--- config.mk ---
export PLATFORM = sky130hd
export DESIGN_NAME = io_xfer_controller
export DESIGN_NICKNAME = d
export VERILOG_FILES = /design/src/rtl/img_sram_pkg.sv /design/src/rtl/io_skid_buf.sv /design/src/rtl/io_xfer_controller.sv
export SDC_FILE = /design/constraint.sdc
export NUM_CORES = 1
export LEC_CHECK = 0
export BUFFER_PORTS_ARGS = -buffer_cell sky130_fd_sc_hd__buf_4
export CAP_MARGIN = 20
export CORE_MARGIN = 5
export CORE_UTILIZATION = 59
export DETAILED_ROUTE_END_ITERATION = 7
export PLACE_DENSITY_LB_ADDON = 0.15
export SLEW_MARGIN = 10
export SYNTH_ARGS = -nofsm -noshare
export SYNTH_HDL_FRONTEND = slang
export SYNTH_SLANG_ARGS = --single-unit
--- constraint.sdc ---
create_clock -name clk -period 3.25 [get_ports clk]
set_clock_uncertainty 0.2 [all_clocks]
set_input_delay 0.65 -clock clk [delete_from_list [all_inputs] [get_ports clk]]
set_output_delay 0.65 -clock clk [all_outputs]
set_load 0.02 [all_outputs]
--- src/rtl/img_sram_pkg.sv ---
// rtl/img_sram_pkg.sv - shared state, mode and skid-buffer definitions for the image SRAM transfer block
package img_sram_pkg;

   typedef enum logic [2:0] {
      IDLE,
      RX,
      TX,
      DRAIN,
      DONE
   } io_xfer_state_t;

   localparam logic MODE_RX    = 1'b0;
   localparam logic MODE_TX    = 1'b1;
   localparam int   SKID_DEPTH = 2;

   // Beats the TX path owes downstream: buffered entries plus the read still in the SRAM pipe.
   function automatic logic [2:0] skid_items(input logic [1:0] count, input logic pending);
      return {1'b0, count} + {2'b00, pending};
   endfunction

endpackage

--- src/rtl/io_skid_buf.sv ---
// rtl/io_skid_buf.sv - two-entry fall-through skid buffer between SRAM read data and the TX stream
module io_skid_buf #(
   parameter int DATA_W = 8
) (
   input  logic              clk,
   input  logic              rstn,
   input  logic              flush,
   input  logic              in_valid,
   output logic              in_ready,
   input  logic [DATA_W-1:0] in_data,
   output logic              out_valid,
   input  logic              out_ready,
   output logic [DATA_W-1:0] out_data,
   output logic [1:0]        count
);

   logic [DATA_W-1:0] mem [2];
   logic              wr_ptr;
   logic              rd_ptr;
   logic              push;
   logic              pop;

   assign in_ready  = (count != 2'd2);
   assign out_valid = (count != 2'd0) || in_valid;

   // An empty buffer passes input straight through, so a read lands on the stream the cycle it returns.
   always_comb begin
      out_data = '0;
      if (count != 2'd0) begin
         out_data = mem[rd_ptr];
      end else if (in_valid) begin
         out_data = in_data;
      end
   end

   assign push = in_valid && in_ready && !((count == 2'd0) && out_ready);
   assign pop  = (count != 2'd0) && out_ready;

   always_ff @(posedge clk or negedge rstn) begin
      if (!rstn) begin
         count  <= 2'd0;
         wr_ptr <= 1'b0;
         rd_ptr <= 1'b0;
         mem[0] <= '0;
         mem[1] <= '0;
      end else if (flush) begin
         count  <= 2'd0;
         wr_ptr <= 1'b0;
         rd_ptr <= 1'b0;
      end else begin
         if (push) begin
            mem[wr_ptr] <= in_data;
            wr_ptr      <= ~wr_ptr;
         end
         if (pop) begin
            rd_ptr <= ~rd_ptr;
         end
         case ({push, pop})
            2'b10:   count <= count + 2'd1;
            2'b01:   count <= count - 2'd1;
            default: count <= count;
         endcase
      end
   end

endmodule

--- src/rtl/io_xfer_controller.sv ---
// rtl/io_xfer_controller.sv - moves an nrows x ncols image between a pixel stream and a word SRAM
module io_xfer_controller
   import img_sram_pkg::*;
#(
   parameter int DATA_W = 8,
   parameter int ADDR_W = 14,
   parameter int DIM_W  = 8
) (
   input  logic              clk,
   input  logic              rstn,
   input  logic              start,
   input  logic              mode,
   input  logic              abort,
   input  logic [DIM_W-1:0]  nrows,
   input  logic [DIM_W-1:0]  ncols,
   input  logic [ADDR_W-1:0] base_addr,
   input  logic              s_valid,
   output logic              s_ready,
   input  logic [DATA_W-1:0] s_data,
   output logic              m_valid,
   input  logic              m_ready,
   output logic [DATA_W-1:0] m_data,
   output logic              busy,
   output logic              done,
   output logic              err,
   output logic              sram_en,
   output logic              sram_we,
   output logic [ADDR_W-1:0] sram_addr,
   output logic [DATA_W-1:0] sram_wdata,
   input  logic [DATA_W-1:0] sram_rdata
);

   localparam int               CNT_W   = 2 * DIM_W;
   localparam logic [CNT_W-1:0] CNT_ONE = CNT_W'(1);

   io_xfer_state_t    state;
   logic [CNT_W-1:0]  total;
   logic [CNT_W-1:0]  beat_cnt;
   logic [ADDR_W-1:0] addr;
   logic              rd_pending;
   logic              rx_beat;
   logic              rd_issue;
   logic              last_beat;
   logic              drain_exit;
   logic              flush;
   logic              buf_in_ready;
   logic [1:0]        buf_count;
   logic [2:0]        items;

   assign busy    = (state == RX) || (state == TX) || (state == DRAIN);
   assign done    = (state == DONE);
   assign s_ready = (state == RX);
   assign flush   = abort && busy;

   assign items     = skid_items(buf_count, rd_pending);
   assign last_beat = (beat_cnt == total - CNT_ONE);
   assign rx_beat   = s_ready && s_valid;
   // A read is only issued when its data is guaranteed a slot, since returning data cannot be stalled.
   assign rd_issue  = (state == TX) && buf_in_ready && (items < 3'(SKID_DEPTH));
   assign drain_exit = (items == 3'd0) || ((items == 3'd1) && m_ready);

   assign sram_en    = rx_beat || rd_issue;
   assign sram_we    = rx_beat;
   assign sram_addr  = sram_en ? addr : '0;
   assign sram_wdata = rx_beat ? s_data : '0;

   always_ff @(posedge clk or negedge rstn) begin
      if (!rstn) begin
         state      <= IDLE;
         total      <= '0;
         beat_cnt   <= '0;
         addr       <= '0;
         rd_pending <= 1'b0;
         err        <= 1'b0;
      end else begin
         err        <= 1'b0;
         rd_pending <= rd_issue && !flush;
         if (flush) begin
            state    <= IDLE;
            beat_cnt <= '0;
         end else begin
            case (state)
               IDLE: begin
                  if (start) begin
                     if ((nrows == '0) || (ncols == '0)) begin
                        err <= 1'b1;
                     end else begin
                        total    <= CNT_W'(nrows) * CNT_W'(ncols);
                        beat_cnt <= '0;
                        addr     <= base_addr;
                        state    <= (mode == MODE_TX) ? TX : RX;
                     end
                  end
               end
               RX: begin
                  if (rx_beat) begin
                     beat_cnt <= beat_cnt + CNT_ONE;
                     addr     <= addr + ADDR_W'(1);
                     if (last_beat) begin
                        state <= DONE;
                     end
                  end
               end
               TX: begin
                  if (rd_issue) begin
                     beat_cnt <= beat_cnt + CNT_ONE;
                     addr     <= addr + ADDR_W'(1);
                     if (last_beat) begin
                        state <= DRAIN;
                     end
                  end
               end
               DRAIN: begin
                  if (drain_exit) begin
                     state <= DONE;
                  end
               end
               DONE: begin
                  state <= IDLE;
               end
               default: begin
                  state <= IDLE;
               end
            endcase
         end
      end
   end

   io_skid_buf #(
      .DATA_W (DATA_W)
   ) u_skid (
      .clk       (clk),
      .rstn      (rstn),
      .flush     (flush),
      .in_valid  (rd_pending),
      .in_ready  (buf_in_ready),
      .in_data   (sram_rdata),
      .out_valid (m_valid),
      .out_ready (m_ready),
      .out_data  (m_data),
      .count     (buf_count)
   );

endmodule

=== After elaboration in Yosys (flattened, before gate mapping) ===
Index checks and enable logic that the tools add are counted.
Widths: inputs -> output; s select.

* Add/sub/neg operators: 6
* Multiply operators: 1
* $lt $le $gt $ge: 4
* Reduce and logical (&&, ||, !) cells: 35
* Equal/unequal tests: 20
* Bitwise gates (word level): 6
* Muxes and demuxes: 41

{| class="wikitable"
|+ Operators with widths
! kind !! number
|-
| $mux 16 || 5
|-
| $mux 14 || 5
|-
| $mux 8 || 7
|-
| $pmux 16 s3 || 1
|-
| $pmux 14 s3 || 1
|-
| $mux 3 || 8
|-
| $add 16x1->16 const B || 1
|-
| $bwmux 16 || 1
|-
| $eq 16x16->1 || 1
|-
| $logic_not 8->1 || 2
|-
| $mul 8x8->16 || 1
|-
| $sub 16x1->16 const B || 1
|-
| $ne 3x3->1 const B || 5
|-
| $add 14x1->14 const B || 1
|-
| $pmux 3 s4 || 1
|-
| $logic_and 1x1->1 || 11
|-
| $demux 8 s1 || 1
|-
| $mux 1 || 8
|-
| $ne 2x2->1 const B || 4
|-
| $reduce_and 7->1 || 1
|-
| $eq 3x1->1 const B || 2
|-
| $eq 3x2->1 const B || 2
|-
| $logic_not 3->1 || 2
|-
| $logic_or 1x1->1 || 6
|-
| other kinds (24) || 35
|}

* Output and inout port bits: 37
* Word-level logic and storage cells: 124
* Bits in registers: 71

=== Longest topological paths before layout ===
* Word-level depth: 7
* Depth in mapped cells: 17
* Mapped depth without buffers: 17

=== Modules after synthesis ===
Synthesis repeated with hierarchy kept, for this count alone.

* Cells, all modules: 748
* Area total of the unflattened synthesis: 6,630.1 um^2

{| class="wikitable"
|+ By module, submodules not included
! module !! area each (um^2) !! instances !! cells an instance
|-
| io_xfer_controller || 5,562.8 || 1 || 659
|-
| io_skid_buf || 1,067.3 || 1 || 89
|}

=== Worst setup path after synthesis ===
OpenSTA, ideal clock, no wires.

* Path kind: input -> register
* Start: input port ncols[4]
* End: register total[14]
* Setup time: 135 ps
* Required time: 2,915 ps
* Stages on the path: 15
* Data arrival time: 4,105 ps
* Path slack: -1,189 ps
* Cells stage by stage: and2_1 fa_1 inv_1 fa_1 fa_1 fa_1 inv_1 ha_1 o21a_1 o21ai_0 a21oi_1 o41ai_1 a31oi_1 xnor2_1 o21ai_0

* Cells in the longest elaborated chain, start to end: 4
* Elaborated cells between the ends (all ways): 5
* Classes of those cells: mul: 1; bitwise: 1; reduce/logical: 3

{| class="wikitable"
|+ Ends and longest elaborated chain
! what !! RTL line !! RTL
|-
| from (decl) || io_xfer_controller.sv:15 || <nowiki>input logic [DIM_W-1:0] ncols,</nowiki>
|-
| branches (longest 4 deep; another with $mul 8x8->16) || -- ||
|-
| to (signal assigned) || io_xfer_controller.sv:88 || <nowiki>total <= CNT_W'(nrows) * CNT_W'(ncols);</nowiki>
|-
| to (decl) || io_xfer_controller.sv:37 || <nowiki>logic [CNT_W-1:0] total;</nowiki>
|}

Several ways; the timed one is not identified.
A chain may end at the register's enable or synchronous reset.

=== Worst setup path in the final report ===
* Start: input port nrows[5]
* End: register total[15]

* Cells in the longest elaborated chain, start to end: 4
* Elaborated cells between the ends (all ways): 5
* Classes of those cells: mul: 1; bitwise: 1; reduce/logical: 3

{| class="wikitable"
|+ Ends and longest elaborated chain
! what !! RTL line !! RTL
|-
| from (decl) || io_xfer_controller.sv:14 || <nowiki>input logic [DIM_W-1:0] nrows,</nowiki>
|-
| branches (longest 4 deep; another with $mul 8x8->16) || -- ||
|}

Several ways; the timed one is not identified.

==> metrics.yaml <==
status:
  status: "finished, violations left"
  violations: "setup timing"
cts:
  cts_buffers: 9
  clock_sinks: 71
  cts_buffer_depth: 2
  clockRootBuffer: "clkbuf_8"
  clk_latency_ns: 0.36
  htreeDepth: 3
  cts_tree: "yes"
  hold_buffers: 0
  clkTransAtPathRegs_ns: 0.08
power:
  vdd_drop_max_mv: 0.497
  p_per_area_mw_per_mm2: 768
  p_leak_uw: 0.00371
synthesis:
  seq_area_frac_synth: 0.279
  synth_common_cells: "and2_1, dfrtp_1, o21ai_0, inv_1, nand2_1"
  ys_ff_latch: 71
  syn-cell-area_mm2: 0.00636
  synthFlopType: "dfrtp_1"
  post-synth-top-count-cell: "and2_1"
  synth_cells: 734
  synthDominantCellAreaShare: 0.279
  synth.area.top_cells: "dfrtp_1, fa_1, ha_1, and2_1, o21ai_0"
  yosys_warnings: 0
  post-synth-top-area-cell: "dfrtp_1"
  mappedNetlistNets: 865
  synthArstFlopShare: 1.00
  synth_edf_count: 0
  ys_types: 51
  syn_area_per_cell_um2: 8.67
global_routing:
  grtUsageTotal: 0.243
  grt_pass1_vias: 5562
  grt-ovfl-total: 0
  antenna_found_initial: 0
  grt_pass1_wl_um: 26000
  grt_max_degree: 72
timing:
  period_needed_ns: 4.08
  hold_viol: 0
  max_freq_mhz: 245
  fin_crit_sh: 1.26
  fin_tns_setup_ns: -6.71
  worstMarginPinSlew_ns: 0.893
  slew_headroom: 0.405
  setup_viol: 12
  slew_viol_final: 0
  rsz0062_at_grt: "yes"
  worst_slack_ns: -0.834
floorplan:
  core-area_mm2: 0.0107
  ios: 90
  start_util: 0.595
  die_x_um: 114
  die_area_mm2: 0.0130
  rows: 38
  die_h_um: 114
worst_setup_path:
  cp_slowest_cell: "fa_1"
  cp_common_cell: "fa_1"
  path_class: "primary input to flip-flop"
  cpPeakStageDelay_ns: 0.56
  cp_max_fo: 5
  crit_required_ns: 3.30
  crit_chain: "buf_8 -> and2_4 -> fa_1 -> inv_2 -> fa_1 -> fa_1 -> fa_1 -> inv_2 -> ha_4 -> buf_12 -> o41ai_2 -> a31oi_1 -> xnor2_1 -> o21ai_1"
  cp-end-kind: "flip-flop"
  cp-start-kind: "primary input"
  cp_data_arrival_time_ns: 4.13
drt:
  drt_iter0_markers: 351
  drt-total-wl_um: 15700
  vias: 5685
  drc: 0
  dr.pass1.iters: 5
  avgRoutedWirePerCell_um: 15.7
  met1Wirelength_um: 6730
  wl_met3_um: 835
  dr.max_layer_used: "met4"
  ant_nets: 0
  drt-vias-per-instance: 5.68
  routed-wl-met2_um: 7970
placed_design:
  dpl_cell_area_mm2: 0.00758
  gp_congestion: 0.980
  dp_hpwl_um: 11800
  io_buffers: 89
  dp_cells: 981
  dp_slack_ns: -1.29
run:
  cap_violations: 0
finish:
  final_core_util: 0.752
  stdcell_area_mm2: 0.00805
  diodes: 0
  instances_no_fill: 1001
  area_growth_pct: 26.5
  drive_gt1_frac: 0.286
  nets: 987
worst_hold_path:
  hp-class: "primary input to asynchronous set/reset pin"
-- critical path: cells and delay by family --
family	cells	cell delay, ns
and+or+nand+nor	1	0.15
buffers and inverters	4	0.33
adders and majority gates	5	2.19
AOI/OAI and AO/OA	3	0.64
xor gates and xnor gates	1	0.17
-- path summary, 6_finish.rpt --
| path | start | to | slack, ns | cells after the start |
|---|---|---|---|---|
| worst max-delay path | nrows[5] | total[15] | -0.83 | 14 |
| worst min-delay path | rstn | u_skid.mem[3] | 0.21 | 1 |
| worst max register to register | total[0] | state[0] | 0.33 | 8 |
| worst min register to register | u_skid.mem[7] | u_skid.mem[7] | 0.31 | 1 |
| max in group asynchronous | rstn | total[14] | 2.06 | 1 |
| min in group clk | u_skid.mem[7] | u_skid.mem[7] | 0.31 | 1 |
-- power breakdown --
| group | switching, uW | internal (uW) | leakage [uW] |
|---|---|---|---|
| clock network | 358 | 358 | 0.0000968 |
| logic | 2090 | 1850 | 0.00270 |
| registers | 352 | 1170 | 0.000909 |
-- placed cells by master (no fill, tap or decap), types with 5 or more instances in the layout --
cell	synthesis	routed
buf_6	0	16
ha_4	0	7
nand4_1	8	8
and2_1	73	57
nor3_1	17	16
nand3_1	32	32
nand2_1	56	54
xor2_1	15	14
fa_2	0	6
nor4_1	6	6
nor2_1	49	47
clkbuf_8	0	9
ha_1	42	35
o22ai_1	7	7
o21ai_1	3	13
inv_2	0	11
inv_1	58	46
a21oi_1	37	32
mux2i_1	10	10
nand2b_1	6	6
and2_4	0	16
and3_1	8	8
buf_4	0	120
a31oi_1	11	11
mux2_2	19	19
or4_1	5	5
fa_1	36	30
xnor2_1	25	24
a211oi_1	5	5
o21ai_0	66	50
dfrtp_1	71	71
-- final cells by class --
| cell class | count | area (um2) |
|---|---|---|
| fill | 770 | 2650 |
| clock buffer | 10 | 128 |
| tap | 140 | 175 |
| inverter | 58 | 220 |
| multi-input combinational | 577 | 4550 |
| sequential | 71 | 1780 |
| timing repair buffer | 139 | 1130 |
| clock inverter | 6 | 68.8 |
-- kinds of logic (layout without fill, tap and decap cells) --
group / after synthesis / count (layout) / synth area share
XOR/XNOR: 40 / 40 / 0.0551
flip-flops: 71 / 71 / 0.279
AND/OR/NAND/NOR: 278 / 278 / 0.231
buffers and inverters: 86 / 213 / 0.0515
multiplexers: 30 / 30 / 0.0511
AO/OA/AOI/OAI: 151 / 151 / 0.136
adder cells (fa/ha/maj): 78 / 78 / 0.196
-- per-layer routing --
metal | global-route usage | vias up
met5 | 0 | -
met4 | 0.0586 | 0
met3 | 0.0382 | 16
met2 | 0.422 | 148
met1 | 0.321 | 2755
li1 | - | 2766
-- flip-flops by register name (all words and copies together), names as in the netlist --
signal,cells
u_skid.wr_ptr,1
u_skid.count,2
addr,14
err,1
beat_cnt,16
state,3
u_skid.rd_ptr,1
rd_pending,1
total,16
u_skid.mem,16
-- through the flow --
step / hold WS, ns / power (uW)
final: 0.213 / 6180
after global routing: 0.297 / 6710
after CTS: 0.247 / 5940
after detailed placement: 0.296 / 5130
after global placement: 0.286 / 4990
after floorplan: 0.154 / 4010
-- timing repair --
| item | CTS | global route |
|---|---|---|
| pin swaps | 13 | 27 |
| endpoints found under the setup margin | 24 | 26 |
| setup buffers | 0 | 6 |
| cloned | 0 | 0 |
| resized for setup | 29 | 48 |
| endpoints found under the hold margin | 0 | 0 |
No activity file was read; power rests on OpenSTA's default activity.
